===== src/rtl/game_pkg.sv =====
// Shared definitions for the game datapath: FSM state encoding, ground-line and
// landing heights, and screen geometry used by the player block and the controller.
package game_pkg;

   typedef enum logic [1:0] {
      ST_IDLE  = 2'b00,
      ST_RUN   = 2'b01,
      ST_DEAD  = 2'b10,
      ST_PAUSE = 2'b11
   } state_t;

   localparam logic [8:0] SCREEN_H   = 9'd480;
   localparam logic [8:0] SCREEN_TOP = 9'd0;
   localparam logic [8:0] PLAYER_H   = 9'd60;

   localparam logic [8:0] LINE_Y0 = 9'd120;
   localparam logic [8:0] LINE_Y1 = 9'd240;
   localparam logic [8:0] LINE_Y2 = 9'd360;

   // Falling down the player's bottom edge meets a line; falling up its top edge does.
   localparam logic [8:0] LAND_DN_1 = LINE_Y1 - PLAYER_H;
   localparam logic [8:0] LAND_DN_2 = LINE_Y2 - PLAYER_H;
   localparam logic [8:0] LAND_UP_0 = LINE_Y0;
   localparam logic [8:0] LAND_UP_1 = LINE_Y1;

   function automatic logic is_grounded(input logic       grav_up,
                                        input logic [8:0] h,
                                        input logic [2:0] lines_in);
      logic g;
      if (grav_up) begin
         g = ((h == LAND_UP_0) && lines_in[0]) || ((h == LAND_UP_1) && lines_in[1]);
      end else begin
         g = ((h == LAND_DN_1) && lines_in[1]) || ((h == LAND_DN_2) && lines_in[2]);
      end
      return g;
   endfunction

endpackage


===== src/rtl/tick_gen.sv =====
// Movement tick divider: counts 0..DIV-1 while enabled, holds otherwise,
// synchronous clear has priority over counting.
module tick_gen #(
   parameter int DIV = 416667
) (
   input  logic clk,
   input  logic reset,
   input  logic en,
   input  logic clr,
   output logic tick
);

   localparam int W = (DIV > 2) ? $clog2(DIV) : 1;
   localparam logic [W-1:0] LAST = W'(DIV - 1);

   logic [W-1:0] cnt_r;

   assign tick = en && (cnt_r == LAST);

   // Divider counter.
   always_ff @(posedge clk) begin
      if (reset) begin
         cnt_r <= W'(0);
      end else if (clr) begin
         cnt_r <= W'(0);
      end else if (en) begin
         cnt_r <= (cnt_r == LAST) ? W'(0) : cnt_r + W'(1);
      end else begin
         cnt_r <= cnt_r;
      end
   end

endmodule


===== src/rtl/game_controller.sv =====
// Run controller: IDLE/RUN/DEAD(/PAUSE) sequencing, gravity flips, death and score.
// Optional pause support is compiled in with GAME_PAUSE_EN.
module game_controller
   import game_pkg::*;
#(
   parameter int TICK_DIV     = 416667,
   parameter int SCORE_DIV    = 24,
   parameter int BOTTOM_LIMIT = int'(SCREEN_H - PLAYER_H),
   parameter int TOP_LIMIT    = int'(SCREEN_TOP)
) (
   input  logic        clk,
   input  logic        reset,
   input  logic        start_btn,
   input  logic        flip_btn,
   input  logic        pause_btn,
   input  logic [8:0]  height,
   input  logic [2:0]  lines,
   output logic        grav_dir,
   output logic        hold,
   output logic        player_rst_n,
   output logic        dead,
   output logic [1:0]  state,
   output logic [15:0] score
);

   localparam logic [8:0] BOTTOM_H = 9'(BOTTOM_LIMIT);
   localparam logic [8:0] TOP_H    = 9'(TOP_LIMIT);
   localparam int SW = (SCORE_DIV > 1) ? $clog2(SCORE_DIV) : 1;
   localparam logic [SW-1:0] SCORE_LAST = SW'(SCORE_DIV - 1);

   state_t        state_r;
   logic          grav_r;
   logic          rst_n_r;
   logic          dead_r;
   logic [15:0]   score_r;
   logic [SW-1:0] sub_r;
   logic [1:0]    mask_r;
   logic          start_cur_r, start_prev_r;
   logic          flip_cur_r, flip_prev_r;

   logic start_rise_s, flip_rise_s, start_ok_s;
   logic run_s, tick_s, grounded_s, death_s;

   // Button edge registers.
   always_ff @(posedge clk) begin
      if (reset) begin
         start_cur_r  <= 1'b0;
         start_prev_r <= 1'b0;
         flip_cur_r   <= 1'b0;
         flip_prev_r  <= 1'b0;
      end else begin
         start_cur_r  <= start_btn;
         start_prev_r <= start_cur_r;
         flip_cur_r   <= flip_btn;
         flip_prev_r  <= flip_cur_r;
      end
   end

`ifdef GAME_PAUSE_EN
   logic pause_cur_r, pause_prev_r;
   logic pause_rise_s;

   // Pause button edge registers.
   always_ff @(posedge clk) begin
      if (reset) begin
         pause_cur_r  <= 1'b0;
         pause_prev_r <= 1'b0;
      end else begin
         pause_cur_r  <= pause_btn;
         pause_prev_r <= pause_cur_r;
      end
   end

   assign pause_rise_s = pause_cur_r & ~pause_prev_r;
   assign start_ok_s   = start_rise_s & (state_r != ST_RUN);
`else
   logic unused_pause_s;
   assign unused_pause_s = pause_btn;
   assign start_ok_s     = start_rise_s & ((state_r == ST_IDLE) | (state_r == ST_DEAD));
`endif

   assign start_rise_s = start_cur_r & ~start_prev_r;
   assign flip_rise_s  = flip_cur_r & ~flip_prev_r;
   assign run_s        = (state_r == ST_RUN);
   assign grounded_s   = is_grounded(grav_r, height, lines);
   // A fresh run ignores the height for a few cycles while the player block resets.
   assign death_s      = run_s && (mask_r == 2'd0) && ((height >= BOTTOM_H) || (height <= TOP_H));

   tick_gen #(.DIV(TICK_DIV)) u_tick (
      .clk   (clk),
      .reset (reset),
      .en    (run_s),
      .clr   (start_ok_s),
      .tick  (tick_s)
   );

   // Phase FSM, gravity direction, score and player reset pulse.
   always_ff @(posedge clk) begin
      if (reset) begin
         state_r <= ST_IDLE;
         grav_r  <= 1'b0;
         rst_n_r <= 1'b0;
         dead_r  <= 1'b0;
         score_r <= 16'd0;
         sub_r   <= SW'(0);
         mask_r  <= 2'd0;
      end else begin
         rst_n_r <= 1'b1;
         mask_r  <= (mask_r != 2'd0) ? mask_r - 2'd1 : 2'd0;
         if (start_ok_s) begin
            state_r <= ST_RUN;
            grav_r  <= 1'b0;
            rst_n_r <= 1'b0;
            dead_r  <= 1'b0;
            score_r <= 16'd0;
            sub_r   <= SW'(0);
            mask_r  <= 2'd3;
         end else begin
            case (state_r)
               ST_IDLE: begin
                  state_r <= ST_IDLE;
               end
               ST_RUN: begin
                  if (tick_s) begin
                     if (sub_r == SCORE_LAST) begin
                        sub_r <= SW'(0);
                        if (score_r != 16'hFFFF) begin
                           score_r <= score_r + 16'd1;
                        end else begin
                           score_r <= score_r;
                        end
                     end else begin
                        sub_r <= sub_r + SW'(1);
                     end
                  end else begin
                     sub_r <= sub_r;
                  end
                  if (death_s) begin
                     state_r <= ST_DEAD;
                     dead_r  <= 1'b1;
                  end
`ifdef GAME_PAUSE_EN
                  else if (pause_rise_s) begin
                     state_r <= ST_PAUSE;
                  end
`endif
                  else if (flip_rise_s && grounded_s) begin
                     grav_r <= ~grav_r;
                  end else begin
                     grav_r <= grav_r;
                  end
               end
               ST_DEAD: begin
                  state_r <= ST_DEAD;
               end
`ifdef GAME_PAUSE_EN
               ST_PAUSE: begin
                  state_r <= pause_rise_s ? ST_RUN : ST_PAUSE;
               end
`endif
               default: begin
                  state_r <= ST_IDLE;
                  dead_r  <= 1'b0;
               end
            endcase
         end
      end
   end

   assign hold         = ~(run_s & tick_s);
   assign grav_dir     = grav_r;
   assign player_rst_n = rst_n_r;
   assign dead         = dead_r;
   assign state        = state_r;
   assign score        = score_r;

endmodule


===== config.mk =====
export PLATFORM = sky130hd
export DESIGN_NAME = game_controller
export DESIGN_NICKNAME = d
export VERILOG_FILES = /design/src/rtl/game_pkg.sv /design/src/rtl/tick_gen.sv /design/src/rtl/game_controller.sv
export SDC_FILE = /design/constraint.sdc
export NUM_CORES = 1
export LEC_CHECK = 0
export ABC_AREA = 1
export BUFFER_PORTS_ARGS = -buffer_cell sky130_fd_sc_hd__buf_2
export CAP_MARGIN = 25
export CORE_AREA = 2 2 101 103
export CTS_CLUSTER_SIZE = 14
export DETAILED_ROUTE_END_ITERATION = 10
export DIE_AREA = 0 0 103 105
export REMOVE_ABC_BUFFERS = 1
export SETUP_SLACK_MARGIN = 0.4
export SYNTH_ARGS = -nofsm -noshare
export SYNTH_HDL_FRONTEND = slang
export SYNTH_SLANG_ARGS = --single-unit

===== constraint.sdc =====
create_clock -name clk -period 1.7 [get_ports clk]
set_input_delay 0.17 -clock clk [delete_from_list [all_inputs] [get_ports clk]]
set_output_delay 0.17 -clock clk [all_outputs]
set_load 0.05 [all_outputs]

==> run_results.csv <==
group,metric,value,unit
die,start_util,29.5,%
placement,port_buffers,37,
yosys,syn_area_cell,6.98,µm²
yosys,syn-instance-count,407,
clock_tree,ctsHtreeMaxLevel,2,
power,share_clk_of_total_power,37.4,%
timing,post-route-min-period,1.70,ns
power,switchingPower,669,µW
placement,place_ws,-0.0238,ns
finish,ratio_of_cells_with_drive_above_1_in_the_final_layout,49.1,%
yosys,yosysUniqueCellTypes,33,
finish,layout.nets,531,
global_routing,globalRouteTotalUtil,13.3,%
worst_setup_path,timing.reg2reg.setup_slack,0.002,ns
yosys,synth_compound_gate_area_share,8.95,%
timing,part_of_the_cycle_the_worst_path_needs,99.9,%
power,design_power_total,2.69,mW
global_routing,global_route.overflow_total,0,
routing,avgViaCountPerCell,4.64,
routing,finalWirelength,8.08,mm
die,placeableCoreArea,9640,µm²
finish,areaGrowthSynthToFinish,60.2,%
timing,hold_viol_final,0,
yosys,synth_warnings,0,
outcome,run_status,"complete, no violations",
die,die_area,10800,µm²
routing,drt-pass1-iter-count,4,
power,irDropWorstVdd,384,µV
yosys,synthAdderAreaFrac,3.53,%
clock_tree,clk_pin_slew_worst_paths,0.09,ns
clock_tree,clock_tree.root_cell,"clkbuf_8",
power,combPwrFrac,16.9,%
power,sequentialPowerShare,45.7,%
global_routing,antenna_found_initial,0,
worst_setup_path,critical_path.endpoint_type,"register",
timing,maxSlewHeadroom,76.7,%
yosys,synth_simple_gate_area_share,37.1,%
worst_setup_path,start_kind,"register",
yosys,synth-xor-area-share,5.86,%
routing,remaining_drc_errors,0,
worst_setup_path,worst_ep_required_time,1.94,ns
die,num_rows,36,
routing,drt-initial-drc-count,117,
clock_tree,clockBufferDepth,2,
clock_tree,tritoncts,"yes",
yosys,synth_top_family_by_area,"simple AND/OR/NAND/NOR gates",
finish,fill_cells,928,
routing,routed_wire_length_per_instance,12.6,µm
timing,setup_ws,0.00182,ns
power,power.density_cell_area,592,nW/µm²
clock_tree,clkLatencyLatePin,0.31,ns
timing,grt_setup_unrepaired,"yes",
power,power.switching_fraction,24.9,%
yosys,ys_ff_latch,51,
power,internal_power,2.02,mW
placement,detailedPlacementHpwl,4.82,mm
yosys,share_of_cell_area_taken_by_muxes_after_synthesis,0,%
die,io-pin-count,39,
yosys,yosysSeqAreaShare,36.0,%
clock_tree,tritoncts.num_buffers,5,
worst_setup_path,arrival,1.94,ns
finish,n_antenna_cell,0,
timing,maxSlewViolCount,0,
global_routing,first_global_vias,2701,
global_routing,grt_start_max_net_pins,17,
global_routing,grt_pass1_wl,11.8,mm
placement,place_congestion,0.871,
worst_setup_path,timing_worst_setup_path_type,"reg2reg",
timing,tightestPinTransition,0.349,ns
worst_hold_path,hold_path.class,"in2reg",
timing,achievable-frequency,589,MHz
routing,num_vias,2970,
flow_run,timing.max_cap.violations,0,
die,dieHeight,105,µm
clock_tree,clkSinkCount,51,
timing,fin_skew,0.0126,ns
yosys,netlist_area_before_placement,2840,µm²
worst_setup_path,worst_path_maximum_fanout,6,
timing,finalSetupViolations,0,
power,p_leak,1.75,nW
die,dieWidth,103,µm
routing,ant_nets,0,
## final timing paths
kind         startpoint          endpoint  cells past startpoint
max            state[1]  u_tick.cnt_r[17]                     11
min            flip_btn        flip_cur_r                      3
max reg2reg    state[1]  u_tick.cnt_r[17]                     11
min reg2reg  flip_cur_r       flip_prev_r                      2
## synthesized netlist by cell type
cell / count / area, µm²
nand2_1: 88 / 330
nor2_1: 54 / 203
dfxtp_1: 51 / 1020
inv_1: 43 / 161
nand3_1: 39 / 195
a21oi_1: 33 / 165
xor2_1: 17 / 149
nor3_1: 15 / 75.1
ha_1: 8 / 100
nand4_1: 6 / 37.5
nor2_4: 6 / 67.6
inv_2: 5 / 18.8
nand3b_1: 5 / 37.5
o21a_1: 4 / 30.0
o21ai_0: 4 / 20.0
buf_6: 3 / 33.8
clkbuf_1: 3 / 11.3
nor2_2: 3 / 18.8
a211oi_1: 2 / 15.0
buf_2: 2 / 10.0
nand2_2: 2 / 12.5
nor3_2: 2 / 20.0
xnor2_1: 2 / 17.5
a21oi_2: 1 / 8.76
and3_1: 1 / 6.26
clkinv_4: 1 / 8.76
nand2_4: 1 / 11.3
nand4_2: 1 / 12.5
nor3b_1: 1 / 7.51
nor4_1: 1 / 6.26
nor4_2: 1 / 12.5
o211a_1: 1 / 10.0
o21ai_1: 1 / 5.00
## cell type report
type	instances	area (µm²)	share of cell area, %
timing repair inverter	1	8.76	0.193
multi-input combinational	300	2160	47.5
sequential	51	1040	23.0
clock inverter	3	67.6	1.49
clock buffer	5	68.8	1.51
tap	133	166	3.66
inverter	49	206	4.54
timing repair buffer	98	825	18.1
## repair_timing
| action | in CTS | in global routing |
|---|---|---|
| endpoints found under the setup margin | 45 | 49 |
| buffers inserted | 17 | 17 |
| resized for setup | 54 | 131 |
| hold buffers | 0 | 0 |
| cloned | 2 | 3 |
| pin swaps | 13 | 59 |
## state kept, by name (all words and copies together) (netlist names)
register      cells
u_tick.cnt_r     19
grav_dir          1
start_cur_r       1
score            16
flip_prev_r       1
mask_r            2
state             2
start_prev_r      1
player_rst_n      1
dead              1
sub_r             5
flip_cur_r        1
## power by group through the flow
stage | sequential (mW) | clock, mW | combinational, mW
after floorplan | 1.28 | 0 | 0.110
after global routing | 1.23 | 1.08 | 0.487
final | 1.23 | 1.01 | 0.455
after detailed placement | 1.25 | 0 | 0.246
after CTS | 1.23 | 1.03 | 0.363
after global placement | 1.25 | 0 | 0.240
## critical path: stages (launching register included)
cell      delay, ns
dfxtp_2        0.35
inv_2          0.06
buf_6          0.12
ha_4           0.15
nor2_4         0.12
nor3_4         0.07
nor2_4         0.13
inv_4          0.08
nor2_4         0.13
clkinv_4       0.11
buf_12         0.15
nor3b_2        0.16
## metal layers
layer  vias to the layer above  share of wire (%)  track usage, %
li1                       1515                  -               -
met1                      1393                 44            16.3
met2                        45                 51            22.5
met3                        17                2.4            3.01
met4                         0                2.4            4.79
met5                         -                  0               0
## cells by family (layout without fill, tap and decap cells)
group           Yosys count  in the layout
xor+xnor                 19             19
fa+ha+maj                 8              8
compound gates           46             46
simple gates            226            227
buf+inv                  57            156
flops                    51             51
## per-stage QoR
| step | hold WS [ns] | instance area [µm²] | setup TNS [ns] | utilization [%] | cells |
|---|---|---|---|---|---|
| 4_1_cts | 0.0647 | 3860 | 0 | 40.0 | 620 |
| 6_report | 0.0688 | 4550 | 0 | 47.2 | 640 |
| 3_3_place_gp | 0.369 | 3340 | 0 | 34.7 | 593 |
| 2_1_floorplan | 0.239 | 2780 | -11.02 | - | 399 |
| 5_1_grt | 0.0579 | 4550 | -0.263 | 47.2 | 640 |
| 3_5_place_dp | 0.387 | 3340 | -0.241 | 34.7 | 593 |
## cell usage in the layout (no fill, tap or decap), types with 8 or more instances in the layout
| master | netlist | final |
|---|---|---|
| nor2_4 | 6 | 12 |
| nand2_1 | 88 | 69 |
| buf_4 | 0 | 38 |
| nor2_1 | 54 | 43 |
| buf_2 | 2 | 36 |
| a21oi_1 | 33 | 14 |
| inv_2 | 5 | 8 |
| nand2_2 | 2 | 18 |
| nor3_2 | 2 | 10 |
| inv_1 | 43 | 37 |
| nand3_2 | 0 | 17 |
| ha_4 | 0 | 8 |
| dfxtp_1 | 51 | 34 |
| buf_6 | 3 | 15 |
| nor2_2 | 3 | 8 |
| dfxtp_2 | 0 | 16 |
| xor2_1 | 17 | 17 |
| nand3_1 | 39 | 16 |
| a21oi_2 | 1 | 20 |
No activity file was read; power rests on OpenSTA's default activity.
